**src/rtl/ir_err_pkg.sv**
```systemverilog
// Shared types, default widths and the output saturation helper for the IR
// line-position error engine.
package ir_err_pkg;

  localparam int N_CH_DEF  = 4;
  localparam int IR_W_DEF  = 12;
  localparam int ERR_W_DEF = 16;

  typedef enum logic [1:0] {
    IDLE  = 2'd0,
    ACCUM = 2'd1,
    DONE  = 2'd2
  } state_t;

  // Works on a 64-bit sign-extended value so any accumulator width up to 63
  // bits can share it. A value that already fits in err_w bits passes through
  // unchanged, which makes this a plain sign extension when ACC_W <= ERR_W.
  function automatic logic signed [63:0] sat_err(input logic signed [63:0] acc,
                                                 input int err_w);
    logic signed [63:0] hi;
    logic signed [63:0] lo;
    hi = (64'sd1 <<< (err_w - 1)) - 64'sd1;
    lo = -(64'sd1 <<< (err_w - 1));
    if (acc > hi) return hi;
    if (acc < lo) return lo;
    return acc;
  endfunction

endpackage

```
**src/rtl/ir_err_seq.sv**
```systemverilog
// Sequencer for ir_err_accum: IDLE/ACCUM/DONE state machine and the shared
// adder's operand index.
module ir_err_seq
  import ir_err_pkg::*;
#(
  parameter int N_CH  = N_CH_DEF,
  parameter int IDX_W = $clog2(2 * N_CH)
) (
  input  logic             clk,
  input  logic             rst,
  input  logic             start,
  output logic [IDX_W-1:0] sel,
  output logic             sub,
  output logic             clr_acc,
  output logic             en_acc,
  output logic             done,
  output logic             busy,
  output logic             accum
);

  localparam logic [IDX_W-1:0] LAST = IDX_W'(2 * N_CH - 1);

  state_t           state;
  state_t           state_nxt;
  logic [IDX_W-1:0] idx;

  always_ff @(posedge clk or posedge rst) begin
    if (rst) begin
      state <= IDLE;
      idx   <= '0;
    end else begin
      state <= state_nxt;
      if (clr_acc)     idx <= '0;
      else if (en_acc) idx <= idx + IDX_W'(1);
    end
  end

  // done marks the final accumulate step so the result register lands while
  // the FSM sits in DONE.
  always_comb begin
    state_nxt = state;
    clr_acc   = 1'b0;
    en_acc    = 1'b0;
    done      = 1'b0;
    busy      = 1'b0;
    accum     = 1'b0;
    unique case (state)
      IDLE: begin
        if (start) begin
          clr_acc   = 1'b1;
          state_nxt = ACCUM;
        end
      end
      ACCUM: begin
        busy   = 1'b1;
        accum  = 1'b1;
        en_acc = 1'b1;
        if (idx == LAST) begin
          done      = 1'b1;
          state_nxt = DONE;
        end
      end
      DONE: begin
        busy = 1'b1;
        if (start) begin
          clr_acc   = 1'b1;
          state_nxt = ACCUM;
        end else begin
          state_nxt = IDLE;
        end
      end
      default: state_nxt = IDLE;
    endcase
  end

  assign sel = idx;
  assign sub = idx[0];

endmodule

```
**src/rtl/ir_err_accum.sv**
```systemverilog
// Line-position error engine: weighted left-minus-right sum of the IR pairs via
// one shared adder, saturated to ERR_W. Optional smoothing under ERR_FILT_EN.
module ir_err_accum
  import ir_err_pkg::*;
#(
  parameter int N_CH       = N_CH_DEF,
  parameter int IR_W       = IR_W_DEF,
`ifdef ERR_FILT_EN
  parameter int FILT_SHIFT = 2,
`endif
  parameter int ERR_W      = ERR_W_DEF
) (
  input  logic                    clk,
  input  logic                    rst,
  input  logic                    IR_vld,
  input  logic [N_CH*IR_W-1:0]    IR_L,
  input  logic [N_CH*IR_W-1:0]    IR_R,
  input  logic                    ovr_clr,
  output logic signed [ERR_W-1:0] error,
  output logic                    err_vld,
  output logic                    busy,
  output logic                    ovr
);

  localparam int ACC_W = IR_W + N_CH + 1;
  localparam int IDX_W = $clog2(2 * N_CH);

  logic [IDX_W-1:0] sel;
  logic             sub;
  logic             clr_acc;
  logic             en_acc;
  logic             done;
  logic             accum;

  ir_err_seq #(.N_CH(N_CH), .IDX_W(IDX_W)) u_seq (
    .clk     (clk),
    .rst     (rst),
    .start   (IR_vld),
    .sel     (sel),
    .sub     (sub),
    .clr_acc (clr_acc),
    .en_acc  (en_acc),
    .done    (done),
    .busy    (busy),
    .accum   (accum)
  );

  // ---- stage p0: snapshot, interleaved so sel indexes L_k at 2k, R_k at 2k+1
  logic [IR_W-1:0] snap_p0 [2*N_CH];

  always_ff @(posedge clk) begin
    if (clr_acc) begin
      for (int k = 0; k < N_CH; k++) begin
        snap_p0[2*k]   <= IR_L[k*IR_W +: IR_W];
        snap_p0[2*k+1] <= IR_R[k*IR_W +: IR_W];
      end
    end
  end

  // ---- stage p1: shared add/sub into the signed accumulator
  logic signed [ACC_W-1:0] term_p1;
  logic signed [ACC_W-1:0] acc_p1;
  logic signed [ACC_W-1:0] acc_nxt;

  assign term_p1 = $signed({{(ACC_W-IR_W){1'b0}}, snap_p0[sel]}) <<< (sel >> 1);
  assign acc_nxt = sub ? (acc_p1 - term_p1) : (acc_p1 + term_p1);

  always_ff @(posedge clk or posedge rst) begin
    if (rst)          acc_p1 <= '0;
    else if (clr_acc) acc_p1 <= '0;
    else if (en_acc)  acc_p1 <= acc_nxt;
  end

  // ---- stage p2: saturate (and optionally smooth) into the held output
  logic signed [ERR_W-1:0] sat_p2;

  assign sat_p2 = ERR_W'(sat_err({{(64-ACC_W){acc_nxt[ACC_W-1]}}, acc_nxt}, ERR_W));

`ifdef ERR_FILT_EN
  logic signed [ERR_W:0] diff_p2;
  logic signed [ERR_W:0] step_p2;
  logic signed [ERR_W:0] filt_p2;
  logic                  first_upd;

  assign diff_p2 = $signed({sat_p2[ERR_W-1], sat_p2}) - $signed({error[ERR_W-1], error});
  assign step_p2 = diff_p2 >>> FILT_SHIFT;
  assign filt_p2 = $signed({error[ERR_W-1], error}) + step_p2;

  always_ff @(posedge clk or posedge rst) begin
    if (rst) begin
      error     <= '0;
      err_vld   <= 1'b0;
      first_upd <= 1'b1;
    end else begin
      err_vld <= done;
      if (done) begin
        first_upd <= 1'b0;
        error     <= first_upd ? sat_p2 : ERR_W'(filt_p2);
      end
    end
  end
`else
  always_ff @(posedge clk or posedge rst) begin
    if (rst) begin
      error   <= '0;
      err_vld <= 1'b0;
    end else begin
      err_vld <= done;
      if (done) error <= sat_p2;
    end
  end
`endif

  // A strobe arriving in DONE is a legal restart, so only ACCUM counts as overrun.
  always_ff @(posedge clk or posedge rst) begin
    if (rst)                   ovr <= 1'b0;
    else if (IR_vld && accum)  ovr <= 1'b1;
    else if (ovr_clr)          ovr <= 1'b0;
  end

endmodule

```
**config.mk**
```make
export PLATFORM = sky130hd
export DESIGN_NAME = ir_err_accum
export DESIGN_NICKNAME = d
export VERILOG_FILES = /design/src/rtl/ir_err_pkg.sv /design/src/rtl/ir_err_seq.sv /design/src/rtl/ir_err_accum.sv
export SDC_FILE = /design/constraint.sdc
export NUM_CORES = 1
export LEC_CHECK = 0
export CAP_MARGIN = 20
export CORE_MARGIN = 5
export CORE_UTILIZATION = 48
export CTS_CLUSTER_SIZE = 25
export DETAILED_ROUTE_END_ITERATION = 12
export GPL_ROUTABILITY_DRIVEN = 0
export PLACE_DENSITY = 0.8
export SETUP_SLACK_MARGIN = 0.1
export SYNTH_ARGS = -nofsm -noshare
export SYNTH_HDL_FRONTEND = slang
export SYNTH_HIERARCHICAL = 1
export SYNTH_SLANG_ARGS = --single-unit
export TNS_END_PERCENT = 100
```
**constraint.sdc**
```tcl
create_clock -name clk -period 5.15 [get_ports clk]
set_input_delay 1.03 -clock clk [delete_from_list [all_inputs] [get_ports clk]]
set_output_delay 1.03 -clock clk [all_outputs]
set_load 0.02 [all_outputs]
```
### Word-level counts from Yosys, hierarchy flattened

Memories as Yosys holds them, arrays and structs flattened.
Cells that the tools add are included.
W data, S select, Z words.

* add/subtract/negate cells: 3
* order comparisons: 2
* eq/ne operators: 5
* shift operators: 1
* muxes and demuxes: 26
* reductions and logical operators: 7

Operators by type and width (count)
* $mux W16: 4
* $mux W17: 3
* $add A17 B17 Y17: 1
* $gt A17 B16 Y1 const B: 1
* $lt A17 B16 Y1 const B: 1
* $sshl A13 B2 Y17: 1
* $sub A17 B17 Y17: 1
* $mux W1: 14
* $mux W3: 2
* $pmux W2 S3: 1
* $mux W2: 2
* $reduce_bool A2 Y1: 2
* $reduce_or A2 Y1: 2
* $add A3 B1 Y3 const B: 1
* $eq A3 B3 Y1 const B: 1
* $eq A2 B1 Y1 const B: 1
* $eq A2 B2 Y1 const B: 1
* $logic_not A2 Y1: 1
* $ne A2 B1 Y1 const B: 1
* $ne A2 B2 Y1 const B: 1
* $reduce_and A2 Y1: 1
* $logic_and A1 B1 Y1: 1

* flip-flop bits (word level): 40
* bits in writable memories: 96
* bits of input ports: 100
* output and inout bits: 19
* word-level logic and storage cells: 51
* memories kept: 1

Memories
* snap_p0: words 8, bits a word 12, rd ports 1, clocked after Yosys merged registers in 0, wr ports 8, RTL line ir_err_accum.sv:49 `logic [IR_W-1:0] snap_p0 [2*N_CH];`

### Logic depth before layout (Yosys ltp)

An unclocked memory read counts as a cell.

* word-level depth: 9
* gate-level depth with buffers: 27
* gate-level depth less buffers: 21

### Cells and area by module

The synthesis kept the hierarchy.

Modules (own cells, without submodules)
* ir_err_accum: times used 1, cells an instance 481, area each 6480.0 um2, sequential area each 3758.6 um2
* ir_err_seq: times used 1, cells an instance 32, area each 359.1 um2, sequential area each 125.1 um2

### Worst setup path after synthesis

No wires, ideal clock.

* path kind: reg-to-reg
* start point: register u_seq.idx[0], in the netlist u_seq/sel[0]
* end point: register error[12]
* setup time: 0.099 ns
* data arrival time: 5.243 ns
* data required time: 5.051 ns
* path slack: -0.193 ns
* stages on the path, launching flop included: 26
* buffers on the path: 5
* period minus slack after synthesis: 5.343 ns
* path through: dfrtp_1 > buf_4 > buf_6 > buf_6 > buf_1 > mux2i_1 > nor2_1 > a21oi_1 > nor2_1 > inv_1 > ha_1 > nor4b_1 > nor2_1 > nor2_1 > nor2_1 > xnor2_1 > ha_1 > clkbuf_1 > nand2_1 > o21ai_0 > or4_1 > o221a_2 > o41ai_1 > xor2_2 > nand2_1 > a311oi_1

* word-level cells in the longest chain between the ends: 9
* elaborated cells between the ends (all ways): 16
* those cells by class: add/sub (2); order compare (2); eq/ne (1); shift (1); mux (9); memory (1)

Ends and longest elaborated chain
* start: declaration: RTL line ir_err_seq.sv:25 `logic [IDX_W-1:0] idx;`
* start signal: assignment: RTL line ir_err_seq.sv:34 `else if (en_acc) idx <= idx + IDX_W'(1);`
* $mem_v2 Z8 W12
* $sshl A13 B2 Y17: RTL line ir_err_accum.sv:65 `assign term_p1 = $signed({{(ACC_W-IR_W){1'b0}}, snap_p0[sel]}) <<< (sel >> 1);`
* $add A17 B17 Y17 / $sub A17 B17 Y17 (equally long branches): RTL line ir_err_accum.sv:66 `assign acc_nxt = sub ? (acc_p1 - term_p1) : (acc_p1 + term_p1);`
* $mux W17: RTL line ir_err_accum.sv:66
* $lt A17 B16 Y1: RTL line ir_err_pkg.sv:25 `if (acc < lo) return lo;`
* $mux W1 (2 in a row): RTL line ir_err_pkg.sv:25
* $mux W16: RTL line ir_err_pkg.sv:26 `return acc;`
* $mux W16: RTL line ir_err_pkg.sv:25
* end signal: assignment: RTL line ir_err_accum.sv:109 `if (done) error <= sat_p2;`
* end: declaration: RTL line ir_err_accum.sv:19 `output logic signed [ERR_W-1:0] error,`

Several ways; a longest one is shown, not always the timed one. The select of a mux whose other input is x is not followed.
A chain may end at the register's enable or synchronous reset.

### Worst setup path after layout

* start point: register u_seq.idx[0], in the netlist u_seq/sel[0]
* end point: register error[3]

The elaborated chain is that of the path after synthesis.

==> results.md <==
- Drt wl/cell: 18.2 microns
- Worst EP arrival: 5.13 ns
- R2R setup slack: 0.33 ns
- HP Class: reg2reg
- Worst-path cell chain: mux4_1, mux2i_2, o21a_1, nand3_1, nor3b_2, nor2_1, xor2_1, ha_1, a21oi_1, o21ai_0, or4_1, o221a_2, o41ai_4, xor2_2, nand2_1, a311oi_1
- Hold Fails Final Rpt: 0
- All-layer global routing usage: 18.9%
- Port bufs: 118
- Switching Share: 39.1%
- ANT cells: 0
- Yosys Warn Count: 6
- DIE AREA: 16700 sq um
- Maximum clock rate: 0.208 GHz
- Crit end category: register
- Number of synthesized flops with an enable pin: 96
- Startpoint types: register
- Post-synthesis net count: 637
- Worst Path Required: 5.46 ns
- Hold Path End: error[15]
- Drc violations: 0
- Antenna violations before repair: 0
- Buf+Inv Stages, Crit Path: 0
- Hold path start: error[15]
- Logic gate share of total power: 51.7%
- Worst Reg-to-Reg Cells: 16
- Initial Util: 49.1%
- Pre-CTS setup slack: -0.0453 ns
- Num rows: 43
- # IOs: 119
- Delay-heaviest family, CP: compound AO/OA/AOI/OAI gates
- Worst-case clock skew: 0.0116 ns
- Count of unique library cells instantiated by Yosys: 64
- FFs w/ async S/R, synth: 29.4%
- Worst-Margin Slew: 0.627 ns
- Congestion Overflow GR: 0
- Unrepaired setup endpoints after global routing: no
- Synth area leader: edfxtp_1
- Multi-input logic area: 2830 sq um
- Largest net degree at the start of global routing: 79
- Crit-path max FO: 7
- Vias in the first global route: 4873
- Core area: 13900 sq um
- WS Path Type: reg2reg
- Clock Power Share: 20.8%
- Setup-failing EPs final: 0
- Post-route setup slack: 0.332 ns
- Most common cell in the netlist: edfxtp_1
- Post-route cell area: 9020 sq um
- Placed insts: 800
- Post-synthesis instance total: 513
- Clock sinks: 136
- DP Area: 8260 sq um
- Power density cells: 651 nW/um^2
- CP max stage cell: mux4_1
- Synth area leaders: edfxtp_1 42%, dfrtp_1 15%, mux2i_1 4.7%, mux4_2 4.3%, ha_1 4.2%
- P_sw: 2300 uW
- Outcome: complete, no violations
- Core Util, Final: 64.8%
- H-tree depth: 4
- CTS tree: built
- P_int: 3580 uW
- Hold Path Cell Cnt: 1
- First-pass GRT wire length: 24.6 mm
- Fraction of layout cells with a size suffix above 1: 15.6%
- Reg-to-reg endpoint: error[3]
- DR iter-0 viols: 308
- Synth Register Bits: 136
- Lkg Pwr: 0.00343 uW
- Chip width: 129 microns
- Final nets: 772
- Die H: 129 microns
- Clk Latency, worst-skew pair: 0.41 ns
- Final Total Pwr: 5870 uW
- Worst r2r src: u_seq/sel[0]
- Tcrit/Tclk final: 93.6%
- Filler cells: 984
- Drt first pass iters: 5
- Fin crit period: 4.82 ns
- Synth top cells by count: 96 x edfxtp_1, 60 x nor2_1, 40 x dfrtp_1, 32 x mux2i_1, 24 x inv_1
- Sequential fraction of the synthesis area: 56.8%
- Main synth FF type: edfxtp_1
- Max stage delay on crit path: 0.61 ns
- Relative slew slack: 57.9%
- Mapped cell area: 6840 sq um
- Root Driver: clkbuf_16
- Fin cells: 841
- Storage cell area: 3890 sq um
- Num CTS Buffers: 17
- Synthesis-to-finish area growth: 31.9%
- Pins Over Slew Limit: 0
- Via count: 4671
- Top-area cell type share of the netlist area: 42.2%
- IR drop worst, VDD: 0.000358 V
- Antenna viol nets, final: 0
- Final HPWL DP: 11.3 mm
- Avg Synthesized Cell Area: 13.3 sq um
- Sequential Power Share: 27.5%
- Maximum clock insertion buffer count: 2
- Vias per cell: 5.55
- Worst-path clk slew: 0.06 ns
- Final wirelength: 15.3 mm
- Max-cap violations: 0
## cells in the final DEF, fill, tap and decap left out, types with 3 or more instances in the layout
cell type / Yosys / routed
inv_6: 0 / 3
nor2_1: 60 / 60
a31oi_1: 4 / 3
edfxtp_1: 96 / 96
mux2i_1: 32 / 31
dfrtp_1: 40 / 38
buf_12: 0 / 3
xor2_1: 15 / 14
nand2_1: 16 / 16
bufinv_16: 0 / 3
xnor2_1: 14 / 13
xor2_2: 2 / 3
o22ai_1: 4 / 4
nand3_1: 12 / 12
a311oi_1: 3 / 3
a221o_2: 3 / 3
o221ai_1: 8 / 8
a21oi_1: 11 / 11
and2_1: 3 / 3
clkbuf_16: 0 / 18
a211oi_1: 8 / 8
clkinv_4: 0 / 4
clkdlybuf4s50_1: 0 / 118
ha_1: 23 / 23
nor3_1: 11 / 10
o21a_1: 5 / 5
o21ai_1: 2 / 3
mux2_2: 8 / 8
o21ai_0: 16 / 15
buf_4: 5 / 17
mux4_2: 13 / 13
mux4_1: 4 / 4
nor2b_1: 7 / 7
inv_1: 24 / 24
## metrics by stage
stage | hold slack [ns] | setup TNS [ns]
2_1_floorplan | 0.493 | 0
3_3_place_gp | 0.490 | 0
3_5_place_dp | 0.507 | -0.0457
4_1_cts | 0.520 | 0
5_1_grt | 0.545 | 0
6_report | 0.509 | 0
## layout make-up
class / count / share of cell area (%)
clock buffers: 18 / 4.76
clock inverters: 14 / 1.91
inverters: 24 / 0.998
multi-input cells: 330 / 31.3
flip-flops and latches: 136 / 43.1
well taps: 180 / 2.50
repair buffers: 139 / 15.4
## power groups by stage
stage               Clock (uW)  Sequential [uW]  Combinational [uW]
global placement             0             1620                2780
floorplan                    0             1640                2120
CTS                       1250             1620                2920
global route              1290             1640                3350
finish                    1220             1620                3040
detailed placement           0             1640                2880
## cells by family after synthesis
kind of cell    synth area share [%]
compound gates                  10.1
xor+xnor                        4.19
fa+ha+maj                       4.50
buf+inv                         3.22
flops                           56.8
mux                             12.1
simple gates                    9.09
## per-layer routing
layer	global-route usage (%)	vias up	part of all wire, %
met2	30.4	203	50
li1	-	2209	-
met1	24.2	2233	41
met4	7.23	0	2.4
met3	6.06	26	7.0
met5	0	-	0
## sequential cells by signal, indices dropped and copies added (netlist names)
register / cells
acc_p1: 17
err_vld: 1
ovr: 1
u_seq/state: 2
u_seq/sel: 3
snap_p0: 96
error: 16
## how the worst max path moves through the flow
| stage | depth (start not counted) | slack (ns) | from | to |
|---|---|---|---|---|
| 2_1_floorplan | 24 | 0.16 | u_seq/sel[1] | error[12] |
| 4_1_cts | 18 | 0.11 | u_seq/sel[1] | error[13] |
| 3_3_place_gp | 17 | 0.22 | u_seq/sel[1] | error[12] |
| 5_1_grt | 21 | 0.04 | u_seq/sel[0] | error[3] |
| 6_report | 16 | 0.33 | u_seq/sel[0] | error[3] |
| 3_5_place_dp | 17 | -0.05 | u_seq/sel[1] | error[3] |
## repair_timing
action / 4_1_cts / 5_1_grt
setup buffers: 1 / 7
resized for setup: 2 / 11
pin swaps: 1 / 1
gates cloned: 0 / 1
endpoints found under the setup margin: 11 / 18
hold buffers: 0 / 0
Power figures use the tool's default switching activity.
